`src/rtl/slow_hold_if.sv`:
```
// Bus-side signal bundle for slow_hold: one CPU access with its device selects,
// the slow-peripheral settings, and the two slow-mode requests going back out.
interface slow_hold_if;
  logic       BACT;
  logic       IACKCS;
  logic       VIACS;
  logic       IWMCS;
  logic       SCCCS;
  logic       SCSICS;
  logic       SndCS;
  logic       SlowIACK;
  logic       SlowVIA;
  logic       SlowIWM;
  logic       SlowSCC;
  logic       SlowSCSI;
  logic       SlowSnd;
  logic       SlowClockGate;
  logic [3:0] SlowTimeout;
  logic       SlowReq;
  logic       ClockGate;

  modport master (
    output BACT, IACKCS, VIACS, IWMCS, SCCCS, SCSICS, SndCS,
    output SlowIACK, SlowVIA, SlowIWM, SlowSCC, SlowSCSI, SlowSnd,
    output SlowClockGate, SlowTimeout,
    input  SlowReq, ClockGate
  );

  modport slave (
    input  BACT, IACKCS, VIACS, IWMCS, SCCCS, SCSICS, SndCS,
    input  SlowIACK, SlowVIA, SlowIWM, SlowSCC, SlowSCSI, SlowSnd,
    input  SlowClockGate, SlowTimeout,
    output SlowReq, ClockGate
  );
endinterface

```
`src/rtl/slow_hold.sv`:
```
// Holds the accelerator in slow mode for a slow-enabled peripheral access plus a
// prescaled hold-off; retriggers cleanly on back-to-back hits.
module slow_hold #(
  parameter int unsigned TICK_DIV = 256
) (
  input  logic       CLK,
  input  logic       nPOR,
  slow_hold_if.slave bus
);

  localparam int unsigned PW = $clog2(TICK_DIV);
  localparam logic [PW-1:0] PRE_MAX = PW'(TICK_DIV - 1);

  typedef enum logic [1:0] {IDLE, ACCESS, HOLD} state_e;

  state_e        state_q, state_d;
  logic [3:0]    cnt_q, cnt_d;
  logic [PW-1:0] pre_q, pre_d;
  logic          gate_q, gate_d;
  logic          bact_q, bact_d;
  logic          slow_req_q, slow_req_d;
  logic          clock_gate_q, clock_gate_d;

  logic hit, start, trigger;

  // Selects only matter on the first cycle of an access; later changes are ignored.
  always_comb begin
    hit = (bus.IACKCS & bus.SlowIACK) | (bus.VIACS  & bus.SlowVIA)
        | (bus.IWMCS  & bus.SlowIWM)  | (bus.SCCCS  & bus.SlowSCC)
        | (bus.SCSICS & bus.SlowSCSI) | (bus.SndCS  & bus.SlowSnd);
    start   = bus.BACT & ~bact_q;
    trigger = start & hit;
  end

  always_comb begin
    // NOTE: every variable gets a default before the case so no path infers a latch.
    state_d = state_q;
    cnt_d   = cnt_q;
    pre_d   = pre_q;
    gate_d  = gate_q;
    bact_d  = bus.BACT;

    unique case (state_q)
      IDLE: begin
        if (trigger) begin
          state_d = ACCESS;
          cnt_d   = bus.SlowTimeout;
          gate_d  = bus.SlowClockGate;
        end
      end
      ACCESS: begin
        if (!bus.BACT) begin
          state_d = HOLD;
          pre_d   = '0;
        end
      end
      HOLD: begin
        // A new hit outranks expiry so the request never drops between windows.
        if (trigger) begin
          state_d = ACCESS;
          cnt_d   = bus.SlowTimeout;
          gate_d  = bus.SlowClockGate;
        end else if (cnt_q == 4'd0) begin
          state_d = IDLE;
        end else if (pre_q == PRE_MAX) begin
          pre_d = '0;
          cnt_d = cnt_q - 4'd1;
        end else begin
          pre_d = pre_q + PW'(1);
        end
      end
      default: state_d = IDLE;
    endcase

    slow_req_d   = (state_d != IDLE);
    clock_gate_d = (state_d != IDLE) & gate_d;
  end

  // NOTE: sequential state uses non-blocking assignments so every flop samples pre-edge values.
  always_ff @(posedge CLK) begin
    if (!nPOR) begin
      state_q      <= IDLE;
      cnt_q        <= '0;
      pre_q        <= '0;
      gate_q       <= 1'b0;
      bact_q       <= 1'b0;
      slow_req_q   <= 1'b0;
      clock_gate_q <= 1'b0;
    end else begin
      state_q      <= state_d;
      cnt_q        <= cnt_d;
      pre_q        <= pre_d;
      gate_q       <= gate_d;
      bact_q       <= bact_d;
      slow_req_q   <= slow_req_d;
      clock_gate_q <= clock_gate_d;
    end
  end

  assign bus.SlowReq   = slow_req_q;
  assign bus.ClockGate = clock_gate_q;

endmodule

```
`src/flat_wrapper.sv`:
```
// flat-port wrapper written by rule: the top's interface ports become plain ports
module slow_hold_flat 
#(
  parameter int unsigned TICK_DIV = 256
)
  (CLK, nPOR, bus_BACT, bus_IACKCS, bus_VIACS, bus_IWMCS, bus_SCCCS, bus_SCSICS, bus_SndCS, bus_SlowIACK, bus_SlowVIA, bus_SlowIWM, bus_SlowSCC, bus_SlowSCSI, bus_SlowSnd, bus_SlowClockGate, bus_SlowTimeout, bus_SlowReq, bus_ClockGate);
  slow_hold_if bus_i ();
  input  logic CLK;
  input  logic nPOR;
  input wire logic [$bits(bus_i.BACT)-1:0] bus_BACT;
  input wire logic [$bits(bus_i.IACKCS)-1:0] bus_IACKCS;
  input wire logic [$bits(bus_i.VIACS)-1:0] bus_VIACS;
  input wire logic [$bits(bus_i.IWMCS)-1:0] bus_IWMCS;
  input wire logic [$bits(bus_i.SCCCS)-1:0] bus_SCCCS;
  input wire logic [$bits(bus_i.SCSICS)-1:0] bus_SCSICS;
  input wire logic [$bits(bus_i.SndCS)-1:0] bus_SndCS;
  input wire logic [$bits(bus_i.SlowIACK)-1:0] bus_SlowIACK;
  input wire logic [$bits(bus_i.SlowVIA)-1:0] bus_SlowVIA;
  input wire logic [$bits(bus_i.SlowIWM)-1:0] bus_SlowIWM;
  input wire logic [$bits(bus_i.SlowSCC)-1:0] bus_SlowSCC;
  input wire logic [$bits(bus_i.SlowSCSI)-1:0] bus_SlowSCSI;
  input wire logic [$bits(bus_i.SlowSnd)-1:0] bus_SlowSnd;
  input wire logic [$bits(bus_i.SlowClockGate)-1:0] bus_SlowClockGate;
  input wire logic [$bits(bus_i.SlowTimeout)-1:0] bus_SlowTimeout;
  output wire logic [$bits(bus_i.SlowReq)-1:0] bus_SlowReq;
  output wire logic [$bits(bus_i.ClockGate)-1:0] bus_ClockGate;
  assign bus_i.BACT = bus_BACT;
  assign bus_i.IACKCS = bus_IACKCS;
  assign bus_i.VIACS = bus_VIACS;
  assign bus_i.IWMCS = bus_IWMCS;
  assign bus_i.SCCCS = bus_SCCCS;
  assign bus_i.SCSICS = bus_SCSICS;
  assign bus_i.SndCS = bus_SndCS;
  assign bus_i.SlowIACK = bus_SlowIACK;
  assign bus_i.SlowVIA = bus_SlowVIA;
  assign bus_i.SlowIWM = bus_SlowIWM;
  assign bus_i.SlowSCC = bus_SlowSCC;
  assign bus_i.SlowSCSI = bus_SlowSCSI;
  assign bus_i.SlowSnd = bus_SlowSnd;
  assign bus_i.SlowClockGate = bus_SlowClockGate;
  assign bus_i.SlowTimeout = bus_SlowTimeout;
  assign bus_SlowReq = bus_i.SlowReq;
  assign bus_ClockGate = bus_i.ClockGate;
  slow_hold #(.TICK_DIV(TICK_DIV)) u_core (.CLK(CLK), .nPOR(nPOR), .bus(bus_i));
endmodule
```
`config.mk`:
```
export PLATFORM = sky130hd
export DESIGN_NAME = slow_hold_flat
export DESIGN_NICKNAME = d
export VERILOG_FILES = /design/src/rtl/slow_hold_if.sv /design/src/rtl/slow_hold.sv /design/src/flat_wrapper.sv
export SDC_FILE = /design/constraint.sdc
export NUM_CORES = 1
export LEC_CHECK = 0
export CAP_MARGIN = 20
export CORE_MARGIN = 1.5
export CORE_UTILIZATION = 48
export DETAILED_ROUTE_END_ITERATION = 12
export PLACE_DENSITY = 0.76
export SLEW_MARGIN = 20
export SYNTH_ARGS = -nofsm -noshare
export SYNTH_HDL_FRONTEND = slang
export SYNTH_SLANG_ARGS = --single-unit
```
`constraint.sdc`:
```
create_clock -name CLK -period 1.7 [get_ports CLK]
set_input_delay 0.255 -clock CLK [delete_from_list [all_inputs] [get_ports CLK]]
set_output_delay 0.255 -clock CLK [all_outputs]
set_load 0.01 [all_outputs]
```
# [Yosys cells after proc, flatten, opt, wreduce, memory -nomap -nowiden]
# Cells that the tools add are included.
[op_classes] add_sub_neg=2 n_mul=0 n_div=0 magnitude_cmp=0 n_eq_ne=9 shifts=0 mux=17 bitwise_logic=15 reduce_logical=8
[op_table] op="8-bit two-way mux" n=4
[op_table] op="4-bit two-way mux" n=4
[op_table] op="8-bit case mux with 2 select lines" n=1
[op_table] op="1-bit AND" n=9
[op_table] op="8-bit by 1-bit adder with 8-bit output (second input constant)" n=1
[op_table] op="8-bit equality test (second input constant)" n=1
[op_table] op="2-bit two-way mux" n=4
[op_table] op="4-bit case mux with 2 select lines" n=1
[op_table] op="4-bit AND reduction" n=2
[op_table] op="2-bit != test (second input constant)" n=3
[op_table] op="2-bit case mux with 3 select lines" n=1
[op_table] op="2-bit nonzero test" n=3
[op_table] op="1-bit bitwise OR" n=5
[op_table] op="4-bit zero test" n=1
[op_table] op="4-bit by 1-bit subtractor with 4-bit output (second input constant)" n=1
[op_table] op="3-bit by 1-bit != test with 1-bit output (second input constant)" n=1
[op_table] op="3-bit by 2-bit != test with 1-bit output (second input constant)" n=1
[op_table] op="2-bit by 1-bit equality test with 1-bit output (second input constant)" n=1
[op_table] op="2-bit equality test (second input constant)" n=1
[op_table] op="2-bit zero test" n=1
[op_table] op="1-bit two-way mux" n=2
[op_table] op="2-bit by 1-bit != test with 1-bit output (second input constant)" n=1
[op_table] op="2-bit OR reduction" n=1
[op_table] op="1-bit NOT" n=1
[totals] regBits=18 latch_bits=0 mem_bits_rw=0 rom_bits=0 in_bits=20 out_inout_bits=2 word_cells=58 mem_count=0

# [Logic depth before layout (Yosys ltp)]
[depth] ltp_word=11 depth_mapped=7 ltp_nobuf=7

# [Worst setup path after synthesis]
# No wires, ideal clock.
[synth_timing] kind="register -> register" start="reg u_core.cnt_q[0]" end="reg u_core.pre_q[5]" setup_ns=0.088 arrival_time_ns=1.409 t_required_ns=1.612 path_slack_ns=0.203 path_stages_with_launch=8 path_buffers=0 synth_period_minus_slack_ns=1.497 path_cell_list="dfxtp_1 inv_1 ha_1 nand2b_1 o21a_4 o211a_1 mux2i_1 nor4_2"
[synth_between] elab_chain_cells=3
[synth_lines] item="start, declared" line_no="slow_hold.sv:17" source="logic [3:0] cnt_q, cnt_d;"
[synth_lines] item="start signal, assigned" line_no="slow_hold.sv:91" source="cnt_q <= cnt_d;"
[synth_lines] item="4-bit zero test" line_no="slow_hold.sv:63" source="end else if (cnt_q == 4'd0) begin"
[synth_lines] item="2-bit != test (no line)"
[synth_lines] item="4-bit AND reduction (no line)"
[synth_lines] item="end signal, assigned" line_no="slow_hold.sv:92" source="pre_q <= pre_d;"
[synth_lines] item="end, declared" line_no="slow_hold.sv:18" source="logic [PW-1:0] pre_q, pre_d;"
# No other way between the ends.
# A chain may end at the register's enable or synchronous reset.

# [Final worst setup path]
# Ends and elaborated chain as after synthesis.

==> impl_metrics.py <==
metrics = {
    "cts": {
        "cts_num_sinks": 18,
        "insertion_delay_ns": 0.30,
        "cts_setup_buffers": 0,
        "cts_tree": "yes",
        "clkTransAtPathRegs_ns": 0.11,
        "max-clock-path-buffers": 2,
        "hold_buffers": 0,
        "cts_root_buf": "clkbuf_4",
        "cts_buffers": 3,
        "htree_levels": 1,
    },
    "detailed_routing": {
        "via_count": 946,
        "drt_iter0_markers": 26,
        "firstDrtPassIters": 4,
        "vias_per_cell": 5.66,
        "post-route-drc-count": 0,
        "wl_um": 2340,
        "routedWlPerCell_um": 14.0,
        "ant_nets": 0,
    },
    "floorplanning": {
        "ioPinCount": 22,
        "dieArea_um2": 2310,
        "rows": 16,
        "chipWidth_um": 48.1,
        "initial_core_util": 0.502,
        "core_um2": 1940,
        "die_y_um": 48.1,
    },
    "setup_path": {
        "worstPathRequired_ns": 1.92,
        "r2r-end": "u_core.pre_q[5]",
        "cp.arrival_ns": 1.85,
        "crit_path_end_kind": "flop",
        "r2r_setup_slack_ns": 0.07,
        "crit_fanout": 3,
        "start_kind": "flop",
        "timing.critical_path.from": "u_core.cnt_q[0]",
        "r2r_start": "u_core.cnt_q[0]",
        "r2r_cells": 7,
        "path_class": "reg2reg",
        "timing.critical_path.to": "u_core.pre_q[5]",
    },
    "synthesis": {
        "synth_compound_area_frac": 0.270,
        "synth_top_family_by_area": "compound AO/OA/AOI/OAI gates",
        "syn_area_um2": 975,
        "synth.net_count": 130,
        "synth-simple-area-share": 0.252,
        "synthXorXnorAreaFrac": 0.0270,
        "synth_edf_count": 0,
        "syn_avg_cell_area_um2": 9.02,
        "yosys_warnings": 0,
        "synth_cell_types": 42,
        "synthMuxAreaShare": 0.0411,
        "synth_seq_area_share": 0.370,
        "syn_inst": 108,
        "synthFlopType": "dfxtp_1",
        "async_flop_share": 0,
        "synth_adder_area_share": 0.0257,
        "synth-seq-cells": 18,
    },
    "timing": {
        "tns_ns": 0,
        "finalMaxSlewViolations": 0,
        "rsz0062_at_grt": "no",
        "timing.final.crit_share": 0.959,
        "worst_pin_slew_ns": 0.466,
        "hold_viol": 0,
        "period_minus_slack_ns": 1.63,
        "max_freq_ghz": 0.613,
        "fin_skew_ns": 0.00467,
        "finalSetupViolCount": 0,
        "max-slew-margin-rel": 0.688,
    },
    "power_and_ir_drop": {
        "power_w": 0.000921,
        "power.share.clock": 0.291,
        "p_switching_w": 0.000241,
        "p_sw_frac": 0.262,
        "max-vdd-ir-drop_uv": 441,
        "intPower_w": 0.000679,
        "p_seq_frac": 0.493,
        "power_leakage_nw": 0.455,
        "combPwrFrac": 0.216,
        "p_per_area_nw_per_um2": 692,
    },
    "cells_and_area": {
        "diodes": 0,
        "nets": 163,
        "areaGrowthSynthToFinish_pct": 36.5,
        "final_util": 0.685,
        "drive_gt1_frac": 0.221,
        "layout.cells.most_common_list": "clkdlybuf4s50_1, dfxtp_1, nor2_1",
        "fin_cells": 167,
        "stdcell_area_um2": 1330,
        "final_common_cell": "clkdlybuf4s50_1",
    },
    "flow_run": {
        "maxCapViolations": 0,
    },
    "place": {
        "dp_hpwl_um": 1870,
        "port_buffers": 21,
        "place_area_um2": 1270,
        "gp_congestion": 0.816,
        "dpl.cell_count": 163,
    },
    "global_routing": {
        "grt_pass1_wl_um": 3710,
        "grt.overflow.total": 0,
        "first_global_vias": 890,
        "grt_max_degree": 11,
        "antenna_found_initial": 0,
        "grt_usage": 0.232,
    },
    "hold_path": {
        "hp-class": "reg2reg",
    },
    "outcome": {
        "outcome": "complete, no violations",
    },
}
-- power groups by stage --
stage                     Sequential, W  Combinational (W)  Clock [W]
after floorplan                0.000461          0.0000970          0
after global placement         0.000462           0.000187          0
after detailed placement       0.000463           0.000190          0
after CTS                      0.000453           0.000192   0.000279
after global routing           0.000456           0.000215   0.000293
final                          0.000454           0.000199   0.000268
-- routing by layer --
layer / up-vias / routed length, um / track usage
met3: 6 / 123 / 0.0340
met5: - / 0 / 0
met1: 439 / 1040 / 0.280
met4: 0 / 23 / 0.114
li1: 466 / - / -
met2: 35 / 1160 / 0.397
-- worst min-delay path by stage --
stage	start	endpoint	slack (ns)	depth (start not counted)
2_1_floorplan	bus_BACT	u_core.bact_q	0.38	1
3_3_place_gp	u_core.pre_q[1]	u_core.pre_q[1]	0.46	2
3_5_place_dp	u_core.pre_q[1]	u_core.pre_q[1]	0.46	2
4_1_cts	u_core.pre_q[1]	u_core.pre_q[1]	0.48	2
5_1_grt	u_core.pre_q[1]	u_core.pre_q[1]	0.52	2
6_report	u_core.pre_q[1]	u_core.pre_q[1]	0.48	2
-- cell usage after synthesis (all sizes together), types with 2 or more instances --
master | number | area (um^2)
ha | 2 | 25.0
nand2 | 7 | 26.3
o21ai | 6 | 33.8
dfxtp | 18 | 360
o21a | 3 | 30.0
or2 | 2 | 12.5
nor4 | 2 | 18.8
a22oi | 3 | 37.5
nand4 | 2 | 12.5
xnor2 | 3 | 26.3
nand2b | 4 | 27.5
a21oi | 9 | 56.3
nand3 | 5 | 25.0
nor3 | 4 | 20.0
o22ai | 4 | 31.3
and2 | 2 | 12.5
nor2 | 11 | 43.8
mux2i | 4 | 40.0
inv | 2 | 7.51
-- state kept, by name, summed over array words and instances, names as in the netlist --
name / count
u_core.state_q: 2
u_core.bus.ClockGate: 1
u_core.gate_q: 1
u_core.cnt_q: 4
u_core.bact_q: 1
u_core.bus.SlowReq: 1
u_core.pre_q: 8
-- critical path: stages (launching register included) --
cell,delay (ns)
dfxtp_2,0.35
inv_1,0.10
ha_2,0.22
nand2b_4,0.07
o21a_4,0.23
o211a_4,0.25
mux2i_1,0.13
nor4_2,0.20
-- cell type report --
type                            count  area [um^2]
Timing Repair Buffer               29          270
Sequential cell                    18          362
Tap cell                           27         33.8
Multi-Input combinational cell     86          617
Fill cell                         159          612
Inverter                            3         11.3
Clock buffer                        4         36.3
-- timing repair --
item | CTS | global route
cloned | 0 | 0
gates resized for setup | 1 | 3
endpoints found under the setup margin | 1 | 4
hold endpoints to repair | 0 | 0
pin swaps | 0 | 1
-- stage by stage --
step	hold slack (ns)	worst slack (ns)
global route	0.516	0.00378
floorplan	0.377	0.203
finish	0.476	0.0695
detailed placement	0.464	-0.153
global placement	0.458	-0.111
CTS	0.480	0.0440
-- cell families (layout without fill, tap and decap cells) --
| logic type | Yosys count | count (layout) |
|---|---|---|
| flops | 18 | 18 |
| xor+xnor | 3 | 3 |
| buf+inv | 4 | 36 |
| simple gates | 45 | 45 |
| fa+ha+maj | 2 | 2 |
| compound gates | 32 | 32 |
| mux | 4 | 4 |
Note: power is estimated with default switching activity, not from simulation.
